==> src/rtl/alu_op_dispatcher_if.sv <==
// Command and result handshake bundle for the ALU op dispatcher.
// The master side produces commands and consumes results; the slave side
// is the dispatcher itself.
interface alu_op_dispatcher_if #(
    parameter int OP_W = 4
);
    logic                   cmd_valid;
    logic                   cmd_ready;
    logic [1:0]             cmd_op;
    logic [OP_W-1:0]        cmd_a;
    logic [OP_W-1:0]        cmd_b;
    logic                   res_valid;
    logic                   res_ready;
    logic [2*OP_W-1:0]      res_data;
    logic                   res_err;

    modport master (
        output cmd_valid, cmd_op, cmd_a, cmd_b, res_ready,
        input  cmd_ready, res_valid, res_data, res_err
    );

    modport slave (
        input  cmd_valid, cmd_op, cmd_a, cmd_b, res_ready,
        output cmd_ready, res_valid, res_data, res_err
    );
endinterface

==> src/rtl/alu_op_dispatcher.sv <==
// Upstream command stage for the operand-isolated 4-op ALU.
// Commands are queued in a small FIFO, issued one at a time as a single
// select plus operands held for the ALU's two-cycle pipeline, and the ALU
// result is captured and offered on a valid/ready result port. Selects and
// operands sit at zero whenever nothing is in flight so idle ALU lanes see
// constant operands.
module alu_op_dispatcher #(
    parameter int OP_W       = 4,
    parameter int FIFO_DEPTH = 2
) (
    input  logic                clk,
    input  logic                rst,
    alu_op_dispatcher_if.slave  bus,
    output logic                sel1,
    output logic                sel2,
    output logic                sel3,
    output logic                sel4,
    output logic [OP_W-1:0]     op_a,
    output logic [OP_W-1:0]     op_b,
    input  logic [2*OP_W-1:0]   alu_out,
    output logic                busy
);

    localparam int RES_W = 2 * OP_W;
    localparam int PTR_W = $clog2(FIFO_DEPTH);
    localparam int CNT_W = $clog2(FIFO_DEPTH + 1);

    localparam logic [1:0] OP_MUL = 2'd0;
    localparam logic [1:0] OP_ADD = 2'd1;
    localparam logic [1:0] OP_DIV = 2'd2;
    localparam logic [1:0] OP_SUB = 2'd3;

    // Substitute result for a divide by zero; the only value generated here.
    localparam logic [RES_W-1:0] RES_DIV0 = {RES_W{1'b1}};

    typedef struct packed {
        logic [1:0]      op;
        logic [OP_W-1:0] a;
        logic [OP_W-1:0] b;
    } cmd_t;

    localparam int CMD_W = $bits(cmd_t);

    typedef enum logic [2:0] {
        ST_IDLE  = 3'd0,
        ST_ISSUE = 3'd1,
        ST_HOLD  = 3'd2,
        ST_CAPT  = 3'd3,
        ST_DONE  = 3'd4
    } state_t;

    // One-hot lane select for an opcode: bit 0 = MUL ... bit 3 = SUB.
    function automatic logic [3:0] op_onehot(input logic [1:0] op);
        logic [3:0] sel;
        case (op)
            OP_MUL:  sel = 4'b0001;
            OP_ADD:  sel = 4'b0010;
            OP_DIV:  sel = 4'b0100;
            OP_SUB:  sel = 4'b1000;
            default: sel = 4'b0000;
        endcase
        return sel;
    endfunction

    // Command FIFO storage and pointers
    cmd_t              fifo_mem_r [FIFO_DEPTH];
    logic [PTR_W-1:0]  wr_ptr_r;
    logic [PTR_W-1:0]  rd_ptr_r;
    logic [CNT_W-1:0]  count_r;

    logic              full_s;
    logic              empty_s;
    logic              push_s;
    logic              pop_s;
    cmd_t              head_s;
    logic              div_zero_s;

    // Dispatcher FSM and registered outputs
    state_t            state_r;
    logic [3:0]        sel_r;
    logic [OP_W-1:0]   op_a_r;
    logic [OP_W-1:0]   op_b_r;
    logic              err_pend_r;
    logic              res_valid_r;
    logic [RES_W-1:0]  res_data_r;
    logic              res_err_r;

    // Full/empty come from registered count only, so a pop can never make
    // room for a push in the same cycle when the FIFO is full.
    assign full_s     = (count_r == CNT_W'(FIFO_DEPTH));
    assign empty_s    = (count_r == {CNT_W{1'b0}});
    assign push_s     = bus.cmd_valid && !full_s;
    assign pop_s      = (state_r == ST_IDLE) && !empty_s;
    assign head_s     = fifo_mem_r[rd_ptr_r];
    assign div_zero_s = (head_s.op == OP_DIV) && (head_s.b == {OP_W{1'b0}});

    // FIFO: write at tail on push, advance head on pop, track occupancy.
    always_ff @(posedge clk or negedge rst) begin
        if (!rst) begin
            wr_ptr_r <= {PTR_W{1'b0}};
            rd_ptr_r <= {PTR_W{1'b0}};
            count_r  <= {CNT_W{1'b0}};
            for (int i = 0; i < FIFO_DEPTH; i++) begin
                fifo_mem_r[i] <= cmd_t'({CMD_W{1'b0}});
            end
        end else begin
            if (push_s) begin
                fifo_mem_r[wr_ptr_r] <= {bus.cmd_op, bus.cmd_a, bus.cmd_b};
                wr_ptr_r             <= wr_ptr_r + PTR_W'(1);
            end
            if (pop_s) begin
                rd_ptr_r <= rd_ptr_r + PTR_W'(1);
            end
            case ({push_s, pop_s})
                2'b10:   count_r <= count_r + CNT_W'(1);
                2'b01:   count_r <= count_r - CNT_W'(1);
                default: count_r <= count_r;
            endcase
        end
    end

    // Dispatcher FSM: issue one op, hold it two cycles, isolate, capture, hand off.
    always_ff @(posedge clk or negedge rst) begin
        if (!rst) begin
            state_r     <= ST_IDLE;
            sel_r       <= 4'b0000;
            op_a_r      <= {OP_W{1'b0}};
            op_b_r      <= {OP_W{1'b0}};
            err_pend_r  <= 1'b0;
            res_valid_r <= 1'b0;
            res_data_r  <= {RES_W{1'b0}};
            res_err_r   <= 1'b0;
        end else begin
            case (state_r)
                ST_IDLE: begin
                    if (!empty_s) begin
                        // A divide by zero never reaches the ALU: lanes stay
                        // isolated and the substitute result is flagged.
                        if (div_zero_s) begin
                            sel_r      <= 4'b0000;
                            op_a_r     <= {OP_W{1'b0}};
                            op_b_r     <= {OP_W{1'b0}};
                            err_pend_r <= 1'b1;
                        end else begin
                            sel_r      <= op_onehot(head_s.op);
                            op_a_r     <= head_s.a;
                            op_b_r     <= head_s.b;
                            err_pend_r <= 1'b0;
                        end
                        state_r <= ST_ISSUE;
                    end else begin
                        sel_r  <= 4'b0000;
                        op_a_r <= {OP_W{1'b0}};
                        op_b_r <= {OP_W{1'b0}};
                    end
                end
                ST_ISSUE: begin
                    // ALU lane register captures at the end of this cycle.
                    state_r <= ST_HOLD;
                end
                ST_HOLD: begin
                    // ALU output register loads at this edge; isolate lanes.
                    sel_r   <= 4'b0000;
                    op_a_r  <= {OP_W{1'b0}};
                    op_b_r  <= {OP_W{1'b0}};
                    state_r <= ST_CAPT;
                end
                ST_CAPT: begin
                    res_data_r  <= err_pend_r ? RES_DIV0 : alu_out;
                    res_err_r   <= err_pend_r;
                    res_valid_r <= 1'b1;
                    state_r     <= ST_DONE;
                end
                ST_DONE: begin
                    if (bus.res_ready) begin
                        res_valid_r <= 1'b0;
                        err_pend_r  <= 1'b0;
                        state_r     <= ST_IDLE;
                    end else begin
                        res_valid_r <= 1'b1;
                    end
                end
                default: begin
                    // Unreachable encodings recover to a clean idle.
                    state_r     <= ST_IDLE;
                    sel_r       <= 4'b0000;
                    op_a_r      <= {OP_W{1'b0}};
                    op_b_r      <= {OP_W{1'b0}};
                    err_pend_r  <= 1'b0;
                    res_valid_r <= 1'b0;
                end
            endcase
        end
    end

    assign sel1          = sel_r[0];
    assign sel2          = sel_r[1];
    assign sel3          = sel_r[2];
    assign sel4          = sel_r[3];
    assign op_a          = op_a_r;
    assign op_b          = op_b_r;
    assign bus.cmd_ready = !full_s;
    assign bus.res_valid = res_valid_r;
    assign bus.res_data  = res_data_r;
    assign bus.res_err   = res_err_r;
    assign busy          = (state_r != ST_IDLE) || !empty_s;

endmodule

==> src/flat_wrapper.sv <==
// flat-port wrapper written by rule: the top's interface ports become plain ports
module alu_op_dispatcher_flat 
#(
    parameter int OP_W       = 4,
    parameter int FIFO_DEPTH = 2
)
  (clk, rst, sel1, sel2, sel3, sel4, op_a, op_b, alu_out, busy, bus_cmd_valid, bus_cmd_op, bus_cmd_a, bus_cmd_b, bus_res_ready, bus_cmd_ready, bus_res_valid, bus_res_data, bus_res_err);
  alu_op_dispatcher_if #(.OP_W(OP_W)) bus_i ();
  input  logic clk;
  input  logic rst;
  output logic sel1;
  output logic sel2;
  output logic sel3;
  output logic sel4;
  output logic [OP_W-1:0] op_a;
  output logic [OP_W-1:0] op_b;
  input  logic [2*OP_W-1:0] alu_out;
  output logic busy;
  input wire logic [$bits(bus_i.cmd_valid)-1:0] bus_cmd_valid;
  input wire logic [$bits(bus_i.cmd_op)-1:0] bus_cmd_op;
  input wire logic [$bits(bus_i.cmd_a)-1:0] bus_cmd_a;
  input wire logic [$bits(bus_i.cmd_b)-1:0] bus_cmd_b;
  input wire logic [$bits(bus_i.res_ready)-1:0] bus_res_ready;
  output wire logic [$bits(bus_i.cmd_ready)-1:0] bus_cmd_ready;
  output wire logic [$bits(bus_i.res_valid)-1:0] bus_res_valid;
  output wire logic [$bits(bus_i.res_data)-1:0] bus_res_data;
  output wire logic [$bits(bus_i.res_err)-1:0] bus_res_err;
  assign bus_i.cmd_valid = bus_cmd_valid;
  assign bus_i.cmd_op = bus_cmd_op;
  assign bus_i.cmd_a = bus_cmd_a;
  assign bus_i.cmd_b = bus_cmd_b;
  assign bus_i.res_ready = bus_res_ready;
  assign bus_cmd_ready = bus_i.cmd_ready;
  assign bus_res_valid = bus_i.res_valid;
  assign bus_res_data = bus_i.res_data;
  assign bus_res_err = bus_i.res_err;
  alu_op_dispatcher #(.OP_W(OP_W), .FIFO_DEPTH(FIFO_DEPTH)) u_core (.clk(clk), .rst(rst), .bus(bus_i), .sel1(sel1), .sel2(sel2), .sel3(sel3), .sel4(sel4), .op_a(op_a), .op_b(op_b), .alu_out(alu_out), .busy(busy));
endmodule
==> config.mk <==
export PLATFORM = sky130hd
export DESIGN_NAME = alu_op_dispatcher_flat
export DESIGN_NICKNAME = d
export VERILOG_FILES = /design/src/rtl/alu_op_dispatcher_if.sv /design/src/rtl/alu_op_dispatcher.sv /design/src/flat_wrapper.sv
export SDC_FILE = /design/constraint.sdc
export NUM_CORES = 1
export LEC_CHECK = 0
export BUFFER_PORTS_ARGS = -buffer_cell sky130_fd_sc_hd__buf_2
export CORE_MARGIN = 4
export CORE_UTILIZATION = 32
export DETAILED_ROUTE_END_ITERATION = 7
export GPL_TIMING_DRIVEN = 0
export PLACE_DENSITY = 0.63
export SETUP_SLACK_MARGIN = 0.02
export SLEW_MARGIN = 10
export SYNTH_ARGS = -nofsm -noshare
export SYNTH_HDL_FRONTEND = slang
export SYNTH_SLANG_ARGS = --single-unit
==> constraint.sdc <==
create_clock -name clk -period 2.9 [get_ports clk]
set_input_delay 0.87 -clock clk [delete_from_list [all_inputs] [get_ports clk]]
set_output_delay 0.87 -clock clk [all_outputs]
set_load 0.05 [all_outputs]
==> results.sh, run 1 <==
export IMPL_arrival_ps=1630
export IMPL_yosys_warnings=0
export IMPL_grt_max_degree=51
export IMPL_syn_num_nets=193
export IMPL_p_leak_nw=1.196
export IMPL_cts_resized=0
export IMPL_drtAntennaViolNets=0
export IMPL_worst_setup_path_end_kind="output port"
export IMPL_routed_wl_mm=4.154
export IMPL_drive_gt1_frac=0.2691
export IMPL_port_buffers=45
export IMPL_r2r_slack_ps=870
export IMPL_antenna_cells=0
export IMPL_grt_overflow=0
export IMPL_cts_tree="yes"
export IMPL_ys_ff_latch=50
export IMPL_grt_pass1_vias=1502
export IMPL_clk_latency_ps=310
export IMPL_wire_per_inst_um=13.85
export IMPL_hold_viol=0
export IMPL_globalplace_congestion=0.6942
export IMPL_hp_class="reg2reg"
export IMPL_reg2regPathDepth=5
export IMPL_crit_fanout=7
export IMPL_core_rowCount=29
export IMPL_drc=0
export IMPL_detail_route_iter0_violations=76
export IMPL_synthCells=170
export IMPL_io_pins=46
export IMPL_grt_pass1_wl_mm=7.196
export IMPL_cts_max_path_buffers=2
export IMPL_die_w_um=88.78
export IMPL_status="complete, no violations"
export IMPL_synth_seq_area_share=0.5992
export IMPL_syn_avg_cell_area_um2=12.28
export IMPL_crit_type="reg2out"
export IMPL_fin_nets=245
export IMPL_cts_hold_buf=0
export IMPL_cts_buffers=5
export IMPL_cellPowerDensity_nw_per_um2=1272
export IMPL_finalCriticalPeriod_ps=2503
export IMPL_cts_root_buf="clkbuf_8"
export IMPL_antenna_found_initial=0
export IMPL_setup_viol=0
export IMPL_synth_area_um2=2088
export IMPL_drt_first_pass_iters=4
export IMPL_dieArea_um2=7882
export IMPL_holdPathStages=1
export IMPL_drv_slew=0
export IMPL_synth_distinct_cells=30
export IMPL_slew_headroom=0.4416
export IMPL_die_h_um=88.78
export IMPL_num_vias=1426
export IMPL_cts_setup_buffers=0
export IMPL_clkSlewWorstSetupHoldPaths_ps=90
export IMPL_final_common_cell="dfrtp_1"
export IMPL_grt_usage=0.1213
export IMPL_rsz0062_at_grt="no"
export IMPL_fin_ws_ps=397.2
export IMPL_htreeDepth=2
export IMPL_finalClockSkew_ps=6.282
export IMPL_vias_per_cell=4.753
export IMPL_layout_common_cells="50 x dfrtp_1, 44 x buf_2, 22 x nand2_1"
export IMPL_tns_ps=0
export IMPL_irDropWorstVdd_mv=0.5554
export IMPL_tightest_slew_ps=833.9
export IMPL_max_freq_mhz=399.6
export IMPL_initial_core_util=0.3289
export IMPL_power_total_mw=3.190
export IMPL_pre_cts_ws_ps=736.9
export IMPL_core_um2=6350
export IMPL_synthToLayoutAreaGrowth_pct=20.07
export IMPL_hpwl_mm=3.007
export IMPL_clock_sinks=50
export IMPL_fin_crit_sh=0.8630
export IMPL_drv_cap=0
export IMPL_required_ps=2030
export IMPL_startpoint_type="flop"
-- path summary, 6_finish.rpt --
| path | end | startpoint |
|---|---|---|
| max in group asynchronous | u_core.err_pend_r | rst |
| worst min register to register | u_core.bus.res_valid | u_core.bus.res_valid |
| worst max register to register | u_core.count_r[1] | u_core.count_r[0] |
| worst max-delay path | busy | u_core.state_r[0] |
| worst min-delay path | u_core.bus.res_valid | u_core.bus.res_valid |
| min in group asynchronous | u_core.state_r[0] | rst |
-- per-stage QoR --
step | cell area (um^2) | hold slack (ps) | std cells | utilization
after floorplan | 2088 | 457.4 | 170 | -
after global placement | 2410 | 459.6 | 292 | 0.3795
after detailed placement | 2410 | 463.2 | 292 | 0.3795
after CTS | 2505 | 485.1 | 300 | 0.3945
after global routing | 2507 | 515.0 | 300 | 0.3949
final | 2507 | 482.1 | 300 | 0.3949
-- flip-flops by register name (all words and copies together), names as in the netlist, 2 cells and up --
register	count
u_core.bus.res_data	8
u_core.count_r	2
u_core.fifo_mem_r	20
u_core.op_a	4
u_core.op_b	4
u_core.sel_r	4
u_core.state_r	3
-- per-layer routing --
metal  track usage  vias to the layer above  share of wire
met1        0.1612                      696           0.46
met5             0                        -              0
met4       0.06181                        0          0.019
li1              -                      696              -
met2        0.1856                       26           0.48
met3       0.02700                        8          0.045
-- cells in the mapped netlist, drive strengths merged --
| cell | number | area share |
|---|---|---|
| xnor2 | 5 | 0.021 |
| a32o | 3 | 0.014 |
| o211ai | 2 | 0.0072 |
| mux2 | 22 | 0.12 |
| a21o | 1 | 0.0036 |
| or4b | 2 | 0.0096 |
| clkbuf | 4 | 0.0072 |
| nor2 | 14 | 0.029 |
| o21ai | 18 | 0.045 |
| ha | 1 | 0.0060 |
| mux2i | 10 | 0.048 |
| nand2 | 22 | 0.040 |
| o22a | 1 | 0.0042 |
| nand3 | 2 | 0.0072 |
| nand2b | 1 | 0.0030 |
| a32oi | 1 | 0.0042 |
| nor3b | 1 | 0.0036 |
| dfrtp | 50 | 0.60 |
| o31ai | 2 | 0.0072 |
| nor3 | 1 | 0.0024 |
| or4 | 1 | 0.0036 |
| buf | 2 | 0.0072 |
| inv | 3 | 0.0054 |
| xor2 | 1 | 0.0042 |
-- logic make-up (layout without fill, tap and decap cells) --
family                     after synthesis  count (layout)  synth area share
AOI/OAI and AO/OA                       28              28           0.08568
xor gates and xnor gates                 6               6           0.02516
adders and majority gates                1               1          0.005991
buffers and inverters                    9              62           0.01977
DFF                                     50              50            0.5992
muxes                                   32              32            0.1666
and+or+nand+nor                         44              44           0.09767
-- report_power, final --
| group | total [mW] | internal [mW] | switching [mW] |
|---|---|---|---|
| logic | 1.53 | 0.515 | 1.01 |
| registers | 1.23 | 1.02 | 0.207 |
| clock network | 0.433 | 0.179 | 0.253 |
-- critical path: stages (launching register included) --
cell and delay (ps):
dfrtp_1 370, clkbuf_1 170, or4b_1 560, buf_2 230
-- layout make-up --
cell class                      count  area, um^2
Fill cell                         617        3842
Sequential cell                    50        1251
Multi-Input combinational cell    111       795.8
Timing Repair Buffer               45       227.7
Tap cell                           77       96.34
Clock buffer                        5       68.82
Buffer                              6       30.03
Clock inverter                      3       26.28
Inverter                            3       11.26
(Power assumes the default switching activity.)
==> inputs of run 2 (changes only) <==
RECOVER_POWER = 100   (was default)
==> run 2 against run 1 <==
Against the previous run:
- total power down 2.5%
- largest power group unchanged
- count of clock-buffer cells in the layout did not move
- utilization is 0.77 points lower
==> results.sh, run 2 (same netlist as run 1, synthesis figures left out) <==
export IMPL_globalplace_congestion=0.6942
export IMPL_hold_viol=0
export IMPL_fin_crit_sh=0.8884
export IMPL_fin_ws_ps=323.5
export IMPL_cts_resized=0
export IMPL_grt_max_degree=51
export IMPL_internal_power_mw=1.657
export IMPL_core_rowCount=29
export IMPL_irDropWorstVdd_mv=0.5316
export IMPL_cpMaxStageDelayCell="or4b_1"
export IMPL_fin_nets=245
export IMPL_power_frac_seq=0.395
export IMPL_power_share_clock=0.139
export IMPL_multi_input_area_um2=779.5
export IMPL_vias_per_cell=4.753
export IMPL_drtAntennaViolNets=0
export IMPL_synthToLayoutAreaGrowth_pct=17.74
export IMPL_required_ps=2030
export IMPL_finalClockSkew_ps=6.979
export IMPL_drv_slew=0
export IMPL_initial_core_util=0.3289
export IMPL_status="complete, no violations"
export IMPL_cts_buffers=5
export IMPL_regArea_um2=1251
export IMPL_setup_viol=0
export IMPL_hold_ws_ps=485.3
export IMPL_worst_setup_path_end_kind="output port"
export IMPL_slew_headroom=0.1898
export IMPL_cts_max_path_buffers=2
export IMPL_max_freq_mhz=388.1
export IMPL_drive_gt1_frac=0.1390
export IMPL_crit_path_frequent_cell="clkbuf_1"
export IMPL_die_w_um=88.78
export IMPL_crit_family="simple AND/OR/NAND/NOR gates"
export IMPL_switching_share=0.4673
export IMPL_crit_fanout=7
export IMPL_core_um2=6350
export IMPL_drv_cap=0
export IMPL_clock_sinks=50
export IMPL_htreeDepth=2
export IMPL_placed_area_um2=2410
export IMPL_pwr_share_comb=0.466
export IMPL_grt_pass1_vias=1502
export IMPL_clkSlewWorstSetupHoldPaths_ps=90
export IMPL_cts_tree="yes"
export IMPL_io_pins=46
export IMPL_cts_hold_buf=0
export IMPL_routed_wl_mm=4.174
export IMPL_cts_setup_buffers=0
export IMPL_layout_common_cells="50 x dfrtp_1, 28 x clkbuf_1, 22 x nand2_1"
export IMPL_die_h_um=88.78
export IMPL_crit_buf_inv=2
export IMPL_rsz0062_at_grt="no"
export IMPL_crit_type="reg2out"
export IMPL_grt_overflow=0
export IMPL_tns_ps=0
export IMPL_cellPowerDensity_nw_per_um2=1265
export IMPL_finalCriticalPeriod_ps=2577
export IMPL_startpoint_type="flop"
export IMPL_post_route_cell_area_um2=2459
export IMPL_cts_root_buf="clkbuf_8"
export IMPL_drt_first_pass_iters=4
export IMPL_hpwl_mm=3.007
export IMPL_grt_usage=0.1213
export IMPL_dieArea_um2=7882
export IMPL_p_leak_nw=1.112
export IMPL_clk_latency_ps=310
export IMPL_num_vias=1426
export IMPL_drc=0
export IMPL_top_register="u_core.fifo_mem_r"
export IMPL_detail_route_iter0_violations=67
export IMPL_antenna_cells=0
export IMPL_largest_reg_flops=20
export IMPL_antenna_found_initial=0
export IMPL_hp_class="reg2reg"
export IMPL_arrival_ps=1710
export IMPL_p_switching_mw=1.454
export IMPL_wire_per_inst_um=13.91
export IMPL_port_buffers=45
export IMPL_critPathMaxStageDelay_ps=560
export IMPL_pre_cts_ws_ps=736.9
export IMPL_grt_pass1_wl_mm=7.196
export IMPL_n_fill_cell=628
export IMPL_crit_chain="clkbuf_1 > or4b_1 > clkbuf_1"
export IMPL_tightest_slew_ps=1215
export IMPL_final_common_cell="dfrtp_1"
[run 2: cell types whose count changed in the layout (fill, tap and decap cells not counted), sizes merged]
cell	delta
buf	-25
clkbuf	+25
[run 2: power by group through the flow]
stage / logic [mW] / registers, mW / clock network (mW)
6_report: 1.45 / 1.23 / 0.433
3_3_place_gp: 1.53 / 1.23 / 0
4_1_cts: 1.56 / 1.23 / 0.449
5_1_grt: 1.61 / 1.27 / 0.486
2_1_floorplan: 0.799 / 1.61 / 0
3_5_place_dp: 1.55 / 1.25 / 0
[run 2: path summary, 6_finish.rpt]
kind | from | end | slack, ps | depth (start not counted)
worst max-delay path | u_core.state_r[0] | busy | 320 | 3
worst min-delay path | u_core.bus.res_valid | u_core.bus.res_valid | 490 | 1
worst max register to register | u_core.rd_ptr_r | u_core.op_a[1] | 790 | 5
worst min register to register | u_core.bus.res_valid | u_core.bus.res_valid | 490 | 1
max in group asynchronous | rst | u_core.err_pend_r | 1360 | 1
min in group asynchronous | rst | u_core.state_r[0] | 800 | 1
[run 2: metrics by stage]
step | util | instances | power [mW]
2_1_floorplan | - | 170 | 2.411
3_3_place_gp | 0.3795 | 292 | 2.761
3_5_place_dp | 0.3795 | 292 | 2.802
4_1_cts | 0.3945 | 300 | 3.237
5_1_grt | 0.3872 | 300 | 3.364
6_report | 0.3872 | 300 | 3.111
[run 2: layout make-up]
class / instances / area share
clock inverter: 3 / 0.01069
buffer: 6 / 0.01221
inverter: 3 / 0.004580
sequential: 50 / 0.5089
multi-input combinational: 111 / 0.3170
clock buffer: 5 / 0.02799
tap: 77 / 0.03919
timing repair buffer: 45 / 0.07939
[run 2: metal layers]
layer / wire [um] / up-vias / GRT usage
li1: - / 696 / -
met1: 1916 / 698 / 0.1612
met2: 1990 / 24 / 0.1856
met3: 186 / 8 / 0.02700
met4: 80 / 0 / 0.06181
met5: 0 / - / 0
==> inputs of run 3 (changes only) <==
PLACE_DENSITY = 0.65   (was 0.63)
clock period = 2.19 ns   (was 2.9 ns; I/O delays follow)
==> run 3 against run 2 <==
Against the previous run:
- count of clock-buffer cells in the layout up 1
- sequential cell count unchanged
- global-route usage decreased by 0.66 points
- design area rose by 3.4%
- routed wire length about the same
- die area stayed put
- combinational power rose by 37%
- non-clock buffer count rose by 5
- highest routed layer unchanged
==> results.sh, run 3 (same netlist as run 1, synthesis figures left out) <==
export IMPL_arrival_ps=1480
export IMPL_htreeDepth=2
export IMPL_num_vias=1440
export IMPL_drt_first_pass_iters=4
export IMPL_crit_fanout=5
export IMPL_internal_power_mw=2.484
export IMPL_initial_core_util=0.3289
export IMPL_cts_max_path_buffers=2
export IMPL_finalCriticalPeriod_ps=2138
export IMPL_drive_gt1_frac=0.1623
export IMPL_antenna_found_initial=0
export IMPL_tns_ps=0
export IMPL_layout_common_cells="49 x dfrtp_1, 30 x clkbuf_1, 22 x nand2_1"
export IMPL_clkSlewWorstSetupHoldPaths_ps=80
export IMPL_finalClockSkew_ps=7.496
export IMPL_irDropWorstVdd_mv=0.6808
export IMPL_r2r_slack_ps=220
export IMPL_dieArea_um2=7882
export IMPL_drtAntennaViolNets=0
export IMPL_die_w_um=88.78
export IMPL_post_route_cell_area_um2=2541
export IMPL_switching_share=0.4343
export IMPL_power_frac_seq=0.371
export IMPL_cts_buffers=5
export IMPL_fin_crit_sh=0.9762
export IMPL_drc=0
export IMPL_cts_tree="yes"
export IMPL_power_share_clock=0.178
export IMPL_grt_usage=0.1147
export IMPL_clk_latency_ps=300
export IMPL_grt_overflow=0
export IMPL_rsz0062_at_grt="no"
export IMPL_crit_type="reg2out"
export IMPL_max_freq_mhz=467.7
export IMPL_hpwl_mm=3.019
export IMPL_fin_nets=250
export IMPL_cts_root_buf="clkbuf_8"
export IMPL_wire_per_inst_um=13.69
export IMPL_core_um2=6350
export IMPL_slew_headroom=0.2001
export IMPL_hold_viol=0
export IMPL_setup_viol=0
export IMPL_routed_wl_mm=4.176
export IMPL_cellPowerDensity_nw_per_um2=1728
export IMPL_drv_slew=0
export IMPL_detail_route_iter0_violations=71
export IMPL_startpoint_type="flop"
export IMPL_top_register="u_core.fifo_mem_r"
export IMPL_status="complete, no violations"
export IMPL_clock_sinks=50
export IMPL_synthToLayoutAreaGrowth_pct=21.69
export IMPL_antenna_cells=0
export IMPL_pwr_share_comb=0.451
export IMPL_worst_setup_path_end_kind="output port"
export IMPL_die_h_um=88.78
export IMPL_io_pins=46
export IMPL_core_rowCount=29
export IMPL_vias_per_cell=4.721
export IMPL_hp_class="reg2reg"
export IMPL_p_leak_nw=1.150
export IMPL_grt_pass1_vias=1404
export IMPL_port_buffers=45
export IMPL_largest_reg_flops=20
export IMPL_required_ps=1530
export IMPL_placed_area_um2=2410
export IMPL_final_common_cell="dfrtp_1"
export IMPL_globalplace_congestion=0.6900
export IMPL_grt_max_degree=51
export IMPL_grt_pass1_wl_mm=6.872
export IMPL_tightest_slew_ps=1200
export IMPL_drv_cap=0
export IMPL_p_switching_mw=1.906
[run 3: changes by cell type in the layout (fill, tap and decap cells not counted), sizes merged]
cell / change
buf: +2
bufinv: +2
clkbuf: +4
inv: -3
[run 3: per-stage QoR]
stage,utilization,instances,total power [mW],setup slack (ps),hold WS (ps)
after global routing,0.4002,305,4.717,13.28,502.1
after floorplan,-,170,3.193,256.1,361.4
after CTS,0.4043,300,4.512,27.67,487.1
after detailed placement,0.3795,292,3.703,197.4,466.8
after global placement,0.3795,292,3.646,214.8,462.8
final,0.4002,305,4.390,52.02,482.2
[run 3: cell type report]
cell class	instances	area, um^2
Fill cell	617	3809
Timing Repair Buffer	51	234.0
Buffer	5	18.77
Clock inverter	2	60.06
Sequential cell	50	1252
Clock buffer	6	82.58
Multi-Input combinational cell	111	785.8
Tap cell	77	96.34
Inverter	3	11.26
[run 3: worst max-delay path, cell delays in order (launching register included)]
cell and delay, ps:
dfrtp_1 450, or4b_4 550, buf_6 170
[run 3: timing repair]
action                     4_1_cts  5_1_grt
setup endpoints to repair        1        2
resized for setup                4        0
buffers inserted                 1        5
hold buffers                     0        0
pin swaps                        0        1
[run 3: power groups by stage]
| stage | clock (mW) | sequential, mW | combinational, mW |
|---|---|---|---|
| after CTS | 0.801 | 1.65 | 2.07 |
| after floorplan | 0 | 2.14 | 1.06 |
| final | 0.782 | 1.63 | 1.98 |
| after global routing | 0.846 | 1.69 | 2.18 |
| after global placement | 0 | 1.63 | 2.01 |
| after detailed placement | 0 | 1.66 | 2.04 |
[run 3: final timing paths]
| path | from | end | cells after the start |
|---|---|---|---|
| setup / recovery | u_core.state_r[1] | busy | 2 |
| hold / removal | u_core.bus.res_data[5] | u_core.bus.res_data[5] | 2 |
| setup reg to reg | u_core.rd_ptr_r | u_core.op_a[1] | 5 |
| hold reg to reg | u_core.bus.res_data[5] | u_core.bus.res_data[5] | 2 |
| max in group asynchronous | rst | u_core.state_r[0] | 1 |
| min in group asynchronous | rst | u_core.fifo_mem_r[7] | 1 |
[run 3: metal layers]
metal	track usage	up-vias	wire, um
met5	0	-	0
met4	0.04945	0	74
met3	0.03352	7	212
met2	0.1700	23	1936
met1	0.1560	702	1952
li1	-	708	-
